$ cat src/rtl/class_decider.sv
// Picks the most probable class from a 10-word IEEE-754 probability vector,
// flags winners below a confidence threshold and counts delivered results.
module class_decider (
  input  logic        clk,
  input  logic        resetn,
  input  logic        valid_in,
  output logic        in_ready,
  input  logic [31:0] prob_in [9:0],
  input  logic [31:0] threshold,
  output logic        out_valid,
  input  logic        out_ready,
  output logic [3:0]  class_idx,
  output logic [31:0] class_prob,
  output logic        low_conf,
  output logic [15:0] frame_cnt
);

  localparam logic [1:0] IDLE = 2'd0;
  localparam logic [1:0] SCAN = 2'd1;
  localparam logic [1:0] HOLD = 2'd2;

  localparam logic [3:0] LAST_PTR = 4'd9;

  // Maps a float onto an unsigned key whose ordering matches numeric order,
  // with +0 above -0 and any NaN below every number.
  function automatic logic [31:0] ord_key(input logic [31:0] f);
    if (f[30:23] == 8'hFF && f[22:0] != 23'd0)
      return 32'h0000_0000;
    else if (!f[31])
      return f | 32'h8000_0000;
    else
      return ~f;
  endfunction

  logic [1:0]  state;
  logic [31:0] samples [0:9];
  logic [31:0] thr_q;
  logic [31:0] best_key;
  logic [3:0]  best_idx;
  logic [3:0]  ptr;

  logic [31:0] cur_key;
  logic        take;
  logic [3:0]  scan_idx;
  logic [31:0] scan_key;

  assign in_ready = (state == IDLE);

  // Candidate winner after comparing the element under ptr; strict
  // greater-than keeps the lower index on ties.
  always_comb begin
    // NOTE: combinational blocks use blocking '=' and assign every output a
    // default first, so no latch can be inferred.
    cur_key  = ord_key(samples[ptr]);
    take     = 1'b0;
    scan_idx = best_idx;
    scan_key = best_key;
    if (cur_key > best_key) begin
      take     = 1'b1;
      scan_idx = ptr;
      scan_key = cur_key;
    end
  end

  // NOTE: sequential state uses non-blocking '<=' so every register samples
  // pre-edge values regardless of statement order.
  always_ff @(posedge clk or negedge resetn) begin
    if (!resetn) begin
      state      <= IDLE;
      out_valid  <= 1'b0;
      class_idx  <= 4'd0;
      class_prob <= 32'd0;
      low_conf   <= 1'b0;
      frame_cnt  <= 16'd0;
      thr_q      <= 32'd0;
      best_key   <= 32'd0;
      best_idx   <= 4'd0;
      ptr        <= 4'd0;
      // NOTE: the sample array is cleared on reset as well, so an aborted
      // frame leaves no stale probabilities behind.
      for (int i = 0; i < 10; i++) samples[i] <= 32'd0;
    end else begin
      case (state)
        IDLE: begin
          if (valid_in) begin
            for (int i = 0; i < 10; i++) samples[i] <= prob_in[i];
            thr_q    <= threshold;
            best_idx <= 4'd0;
            best_key <= ord_key(prob_in[0]);
            ptr      <= 4'd1;
            state    <= SCAN;
          end
        end

        SCAN: begin
          if (take) begin
            best_idx <= scan_idx;
            best_key <= scan_key;
          end
          ptr <= ptr + 4'd1;
          if (ptr == LAST_PTR) begin
            class_idx  <= scan_idx;
            class_prob <= samples[scan_idx];
            low_conf   <= (scan_key < ord_key(thr_q));
            out_valid  <= 1'b1;
            state      <= HOLD;
          end
        end

        HOLD: begin
          if (out_valid && out_ready) begin
            out_valid <= 1'b0;
            frame_cnt <= frame_cnt + 16'd1;
            state     <= IDLE;
          end
        end

        default: begin
          out_valid <= 1'b0;
          state     <= IDLE;
        end
      endcase
    end
  end

endmodule
$ cat config.mk
export PLATFORM = sky130hd
export DESIGN_NAME = class_decider
export DESIGN_NICKNAME = d
export VERILOG_FILES = /design/src/rtl/class_decider.sv
export SDC_FILE = /design/constraint.sdc
export NUM_CORES = 1
export LEC_CHECK = 0
export CORE_MARGIN = 2
export CORE_UTILIZATION = 39
export CTS_CLUSTER_DIAMETER = 120
export DETAILED_ROUTE_END_ITERATION = 8
export GPL_TIMING_DRIVEN = 0
export PLACE_DENSITY = 0.59
export SLEW_MARGIN = 20
export SYNTH_ARGS = -nofsm -noshare
export SYNTH_HDL_FRONTEND = slang
export SYNTH_SLANG_ARGS = --single-unit
$ cat constraint.sdc
create_clock -name clk -period 10.95 [get_ports clk]
set_input_delay 2.19 -clock clk [delete_from_list [all_inputs] [get_ports clk]]
set_output_delay 2.19 -clock clk [all_outputs]
set_load 0.005 [all_outputs]
==> results of run 1 <==
-- logic make-up after synthesis --
kind of cell,count (synthesis)
AND/OR/NAND/NOR,1586
multiplexers,200
AO/OA/AOI/OAI,336
XOR/XNOR,106
buffers and inverters,240
flip-flops,448
adder cells (fa/ha/maj),66
-- critical path, delay by kind of cell, from the launching register on --
family	cells	cell delay, ns
multiplexers	2	0.54
AND/OR/NAND/NOR	7	1.96
flip-flops	1	0.47
AO/OA/AOI/OAI	13	2.56
adder cells (fa/ha/maj)	2	0.58
buffers and inverters	8	3.04
-- cell usage after synthesis, drive strengths merged, types with 2 or more instances --
cell       n
mux2       4
clkbuf   133
nand2b     7
inv       35
a31oi     33
nand3     49
nand4     26
buf       72
xnor2     59
nor2b      4
a21oi     45
nor3      13
a221oi     4
a32oi     32
nand3b     2
o221ai    10
and3       3
o21a      13
nor4      16
o21ai     56
ha        66
nor2      76
a22oi      2
o31ai     51
a21o      13
and2       2
o22ai     29
a211oi     7
nand2   1385
mux4      61
a31o      32
xor2      47
o211ai     3
dfrtp    448
mux2i    135
-- how the worst max path moves through the flow --
stage | slack, ns | depth (start not counted) | start | to
after global placement | -12.77 | 1 | resetn | samples[110]
after global routing | 1.51 | 31 | ptr[1] | low_conf
after floorplan | 4.74 | 32 | ptr[0] | low_conf
final | 1.66 | 32 | ptr[1] | low_conf
after CTS | 1.94 | 31 | ptr[1] | low_conf
after detailed placement | 1.99 | 31 | ptr[1] | low_conf
-- metrics by stage --
| stage | setup TNS (ns) | hold slack, ns | utilization (%) |
|---|---|---|---|
| finish | 0 | 0.473 | 50.5 |
| floorplan | 0 | 0.462 | - |
| global route | 0 | 0.500 | 50.5 |
| global placement | -5674.18 | 0.463 | 47.4 |
| CTS | 0 | 0.481 | 50.5 |
| detailed placement | 0 | 0.469 | 47.7 |
-- sequential cells by signal, indices dropped and copies added (netlist names) --
signal and flops:
best_idx 4, frame_cnt 16, out_valid 1, thr_q 32
ptr 4, class_prob 32, low_conf 1, samples 320
best_key 32, class_idx 4, state 2
-- layer usage --
metal	track usage, %	vias to the layer above	share of wire [%]
met4	13.5	0	4.1
li1	-	10900	-
met5	0	-	0
met2	55.8	1269	48
met1	43.5	12000	39
met3	5.90	254	8.6
-- cell type report --
type	instances	area (um^2)	area share, %
clock inverters	27	385	1.18
well taps	855	1070	3.29
plain buffers	205	933	2.87
inverters	35	131	0.404
flip-flops and latches	448	11200	34.5
clock buffers	69	1460	4.47
multi-input cells	2294	13100	40.3
diodes	3	7.51	0.0231
repair buffers	414	4240	13.0
==> out/summary.txt, run 1 <==
Mux share of post-synthesis cell area = 10.9%
Initial Utilization = 39.4%
Main combinational cell family by area after synthesis = simple AND/OR/NAND/NOR gates
Post-Layout Inst Area = 32,500 um^2
Synth Register Bits = 448
Fraction of registers with async set or reset after synthesis = 100%
Synth top area share = 44.2%
Post-synth top flop = dfrtp_1
Fmax achieved = 108 MHz
Pre-CTS setup slack = 1.99 ns
Commonest cells after routing, fill and taps aside = 1,385 x nand2_1, 448 x dfrtp_1, 408 x clkdlybuf4s50_1
Flop-to-flop setup slack = 1.66 ns
Slew headroom = 22.7%
Syn Nets = 3,404
Largest net degree at the start of global routing = 97
Synth area leaders = dfrtp_1 44%, nand2_1 20%, mux4_2 5.4%
Final Wtd Congestion = 0.982
Synth Area in XOR/XNOR = 3.66%
Worst EP required = 11.47 ns
Kind of critical path = reg -> reg
Simple-gate share of the synthesized area = 24.6%
Clk sink count = 448
Global route total overflow = 0
Hpwl dp = 90,200 um
Core footprint = 64,300 um^2
CP max FO = 10
Slack of the critical path = 1.66 ns
Layout Cells excl Fill = 4,350
Commonest non-fill, non-tap cell in the layout = nand2_1
Final setup violation count = 0
Crit path time final = 9.29 ns
DR vias/cell = 5.61
# port buffers = 409
Post-CTS Resized = 0
Min-Delay Endpoint = frame_cnt[15]
Final net count = 3,872
Period utilization = 84.8%
CTS Hold Bufs = 0
H-tree depth = 2
Wire length of the first global-routing pass = 164,000 um
Synth Area in Adders = 3.26%
Outcome = complete, no violations
Global-route usage over all layers = 33.6%
Post-synthesis instance area = 25,400 um^2
Insertion delay to the later sink of the worst-skew pair = 0.62 ns
Setup Skew = 0.0201 ns
CTS tree = yes
DIE HEIGHT = 259 um
Starting DRT DRC Count = 2,511
Slew Limit Fails = 0
Final hold violation count = 0
FF-to-FF path depth = 32
CTS Buf Count = 52
Worst-case clock buffer depth = 3
Clock-pin slew on the worst setup and hold paths = 0.07 ns
Synth cell types = 55
Startpoint types = flop
RSZ-0062 raised after global routing = false
TritonRoute pass-1 iters = 6
Cell Rows = 93
Beginning of the worst hold path = frame_cnt[15]
Vias = 24,400
Worst r2r src = ptr[1]
Vias in the first global route = 24,500
Register area share after synthesis = 44.2%
Min-delay worst type = reg -> reg
Area leader, netlist = dfrtp_1
Post-Synthesis Cells = 2,982
CP most frequent cell = a21o_1
Critical path arrival = 9.81 ns
CTS Root Cell = clkbuf_16
Synth warn = 0
Reg2reg end = low_conf
WL final = 114,000 um
Syn avg cell area = 8.51 um^2
Die width = 259 um
Die area = 67,100 um^2
Compound-Gate Fraction of Synth Area = 9.19%
Proportion of layout cells with a drive suffix above 1 = 7.13%
Max Cap Violations = 0
Final ANT Viol Nets = 0
Slowest stage cell, crit path = nor4_1
Hold depth = 1
CP max stage delay = 0.91 ns
Layout fillers = 6,194
Cells after DPL = 4,251
Worst Tran Pin Value = 1.16 ns
Initial antenna violation count = 3
Area Overhead vs Synth = 28.2%
Drt drc = 0
CP endpoint kind = flop
IO Pins = 411
Post-synth EDFFs = 0
Setup Buffers After CTS = 0
WL per Instance = 26.2 um
Dpl cell area = 30,700 um^2
Power of run 1 is left out: the tool's default activity adds up to more than one toggle a clock period on the data nets, which glitch-free logic cannot reach.
==> inputs of run 2 (changes only) <==
--- a/config.mk
+++ b/config.mk
@@ -10,7 +10,7 @@
 export CTS_CLUSTER_DIAMETER = 120
 export DETAILED_ROUTE_END_ITERATION = 8
 export GPL_TIMING_DRIVEN = 0
-export PLACE_DENSITY = 0.59
+export PLACE_DENSITY = 0.62
 export SLEW_MARGIN = 20
 export SYNTH_ARGS = -nofsm -noshare
 export SYNTH_HDL_FRONTEND = slang
==> constraint.sdc (replaced) <==
create_clock -name clk -period 7.9 [get_ports clk]
set_input_delay 1.58 -clock clk [delete_from_list [all_inputs] [get_ports clk]]
set_output_delay 1.58 -clock clk [all_outputs]
set_load 0.005 [all_outputs]
==> run 2 against run 1 <==
  * Routed wire length down 3.9%
  * Register-to-register slack worse by 1.3 ns
  * Cell count about the same
  * Critical path depth unchanged
  * Global-route usage down 1.5 points
  * Worst setup slack worse by 1.3 ns
  * Critical path type unchanged
  * Core utilization up 0.12 points
  * Non-clock buffer count up 1
  * Highest routed layer is now met5
  * First-iteration DRC count up 14%
  * Clock skew up 0.033 ns
  * Sequential cell count unchanged
  * Fmax up 24%
==> out/summary.txt, run 2 (same netlist as run 1, synthesis figures left out) <==
Cells after DPL = 4,251 (unchanged)
IO Pins = 411 (unchanged)
Slack of the critical path = 0.400 ns (-1.26 ns)
Worst Tran Pin Value = 1.11 ns (-0.0462 ns)
Initial Utilization = 39.4% (unchanged)
Starting DRT DRC Count = 2,853 (+14%)
Core footprint = 64,300 um^2 (unchanged)
Final Wtd Congestion = 0.966 (-1.6%)
Largest net degree at the start of global routing = 89 (-8.2%)
Commonest non-fill, non-tap cell in the layout = nand2_1
Hpwl dp = 85,100 um (-5.7%)
CP max stage delay = 0.56 ns (-0.35 ns)
Proportion of layout cells with a drive suffix above 1 = 7.58% (+0.45 points)
Wire length of the first global-routing pass = 158,000 um (-3.6%)
Initial antenna violation count = 4 (+1)
Insertion delay to the later sink of the worst-skew pair = 0.66 ns (+0.04 ns)
Drt drc = 0 (unchanged)
# port buffers = 409 (unchanged)
CP max FO = 10 (unchanged)
Kind of critical path = reg -> reg
CTS tree = yes
Crit path max-delay family = compound AO/OA/AOI/OAI gates
DIE HEIGHT = 259 um (unchanged)
Commonest cells after routing, fill and taps aside = 1,385 x nand2_1, 448 x dfrtp_1, 408 x clkdlybuf4s50_1
Worst EP required = 8.41 ns (-3.06 ns)
Slew Limit Fails = 0 (unchanged)
Period utilization = 94.9% (+10 points)
WL final = 110,000 um (-3.9%)
Area Overhead vs Synth = 28.5%
Fin Setup TNS = 0 ns (unchanged)
Die area = 67,100 um^2 (unchanged)
Clk sink count = 448 (unchanged)
Setup Skew = 0.0531 ns (+0.0330 ns)
Startpoint types = flop
Global route total overflow = 0 (unchanged)
Slew headroom = 25.7% (+3.1 points)
CTS Root Cell = clkbuf_16
Final ANT Viol Nets = 0 (unchanged)
CP most frequent cell = a21o_1
Outcome = complete, no violations
Global-route usage over all layers = 32.1% (-1.5 points)
Layout Cells excl Fill = 4,352 (+0.046%)
Clock-pin slew on the worst setup and hold paths = 0.06 ns (about the same)
Max reg flops = 320 (unchanged)
Pre-CTS setup slack = -0.797 ns (-2.79 ns)
Fmax achieved = 133 MHz (+24%)
Crit path time final = 7.50 ns (-1.79 ns)
Vias in the first global route = 23,900 (-2.6%)
H-tree depth = 2 (unchanged)
CP endpoint kind = flop
Final net count = 3,874 (+0.052%)
Worst hold slack = 0.467 ns (-0.00538 ns)
CTS Buf Count = 53 (+1.9%)
Final setup violation count = 0 (unchanged)
WL per Instance = 25.2 um (-3.9%)
CTS Hold Bufs = 0 (unchanged)
TritonRoute pass-1 iters = 6 (unchanged)
Worst path bufs/invs = 7 (-1)
Vias = 24,400 (-0.070%)
Final hold violation count = 0 (unchanged)
Slowest stage cell, crit path = clkdlybuf4s15_2
Die width = 259 um (unchanged)
DR vias/cell = 5.61 (-0.12%)
Largest register by flop count = samples
Worst-case clock buffer depth = 3 (unchanged)
Cell Rows = 93 (unchanged)
Max Cap Violations = 0 (unchanged)
RSZ-0062 raised after global routing = false
Min-delay worst type = reg -> reg
Critical path arrival = 8.01 ns (-1.80 ns)
## run 2: cell count changes in the layout (fill, tap and decap cells not counted), sizes merged
cell	before	now
clkbuf	202	218
clkinv	16	9
buf	78	74
bufinv	9	6
clkdlybuf4s15	0	2
diode	3	1
clkinvlp	1	0
inv	36	37
## run 2: per-stage QoR
stage	cell area [um^2]	utilization, %
final	32600	50.7
after global routing	32600	50.7
after CTS	32500	50.6
after detailed placement	30700	47.7
after global placement	30500	47.4
after floorplan	25400	-
## run 2: layout make-up
type / instances / area [um^2]
multi-input combinational: 2294 / 13100
clock inverter: 17 / 279
timing repair buffer: 415 / 4240
sequential: 448 / 11200
fill: 6160 / 31700
buffer: 205 / 972
tap: 855 / 1070
clock buffer: 82 / 1550
antenna: 1 / 2.50
inverter: 35 / 131
## run 2: final timing paths
| path | from | end | slack [ns] | cells past startpoint |
|---|---|---|---|---|
| worst max-delay path | ptr[1] | low_conf | 0.40 | 32 |
| worst min-delay path | frame_cnt[15] | frame_cnt[15] | 0.47 | 1 |
| worst max register to register | ptr[1] | low_conf | 0.40 | 32 |
| worst min register to register | frame_cnt[15] | frame_cnt[15] | 0.47 | 1 |
| max in group asynchronous | resetn | samples[41] | 5.71 | 3 |
| min in group asynchronous | resetn | thr_q[26] | 0.94 | 1 |
## run 2: metal layers
layer,global-route usage (%),share of wire [%],vias up
met3,6.49,9.5,281
met5,0,0.038,-
li1,-,-,10900
met2,51.3,46,1376
met1,42.4,40,11800
met4,14.1,4.7,8
## run 2: timing repair
item | 4_1_cts | 5_1_grt
gates resized for setup | 15 | 18
pin swaps | 0 | 1
buffers inserted | 0 | 1
setup endpoints to repair | 1 | 1
## run 2: worst reg2reg max path, delay by kind of cell, from the launching register on
family                     cells  cell delay (ns)
and+or+nand+nor                4             0.67
adders and majority gates      2             0.55
AOI/OAI and AO/OA             17             2.99
muxes                          2             0.86
buffers and inverters          7             1.84
DFF                            1             0.47
Power of run 2 is left out for the same reason.
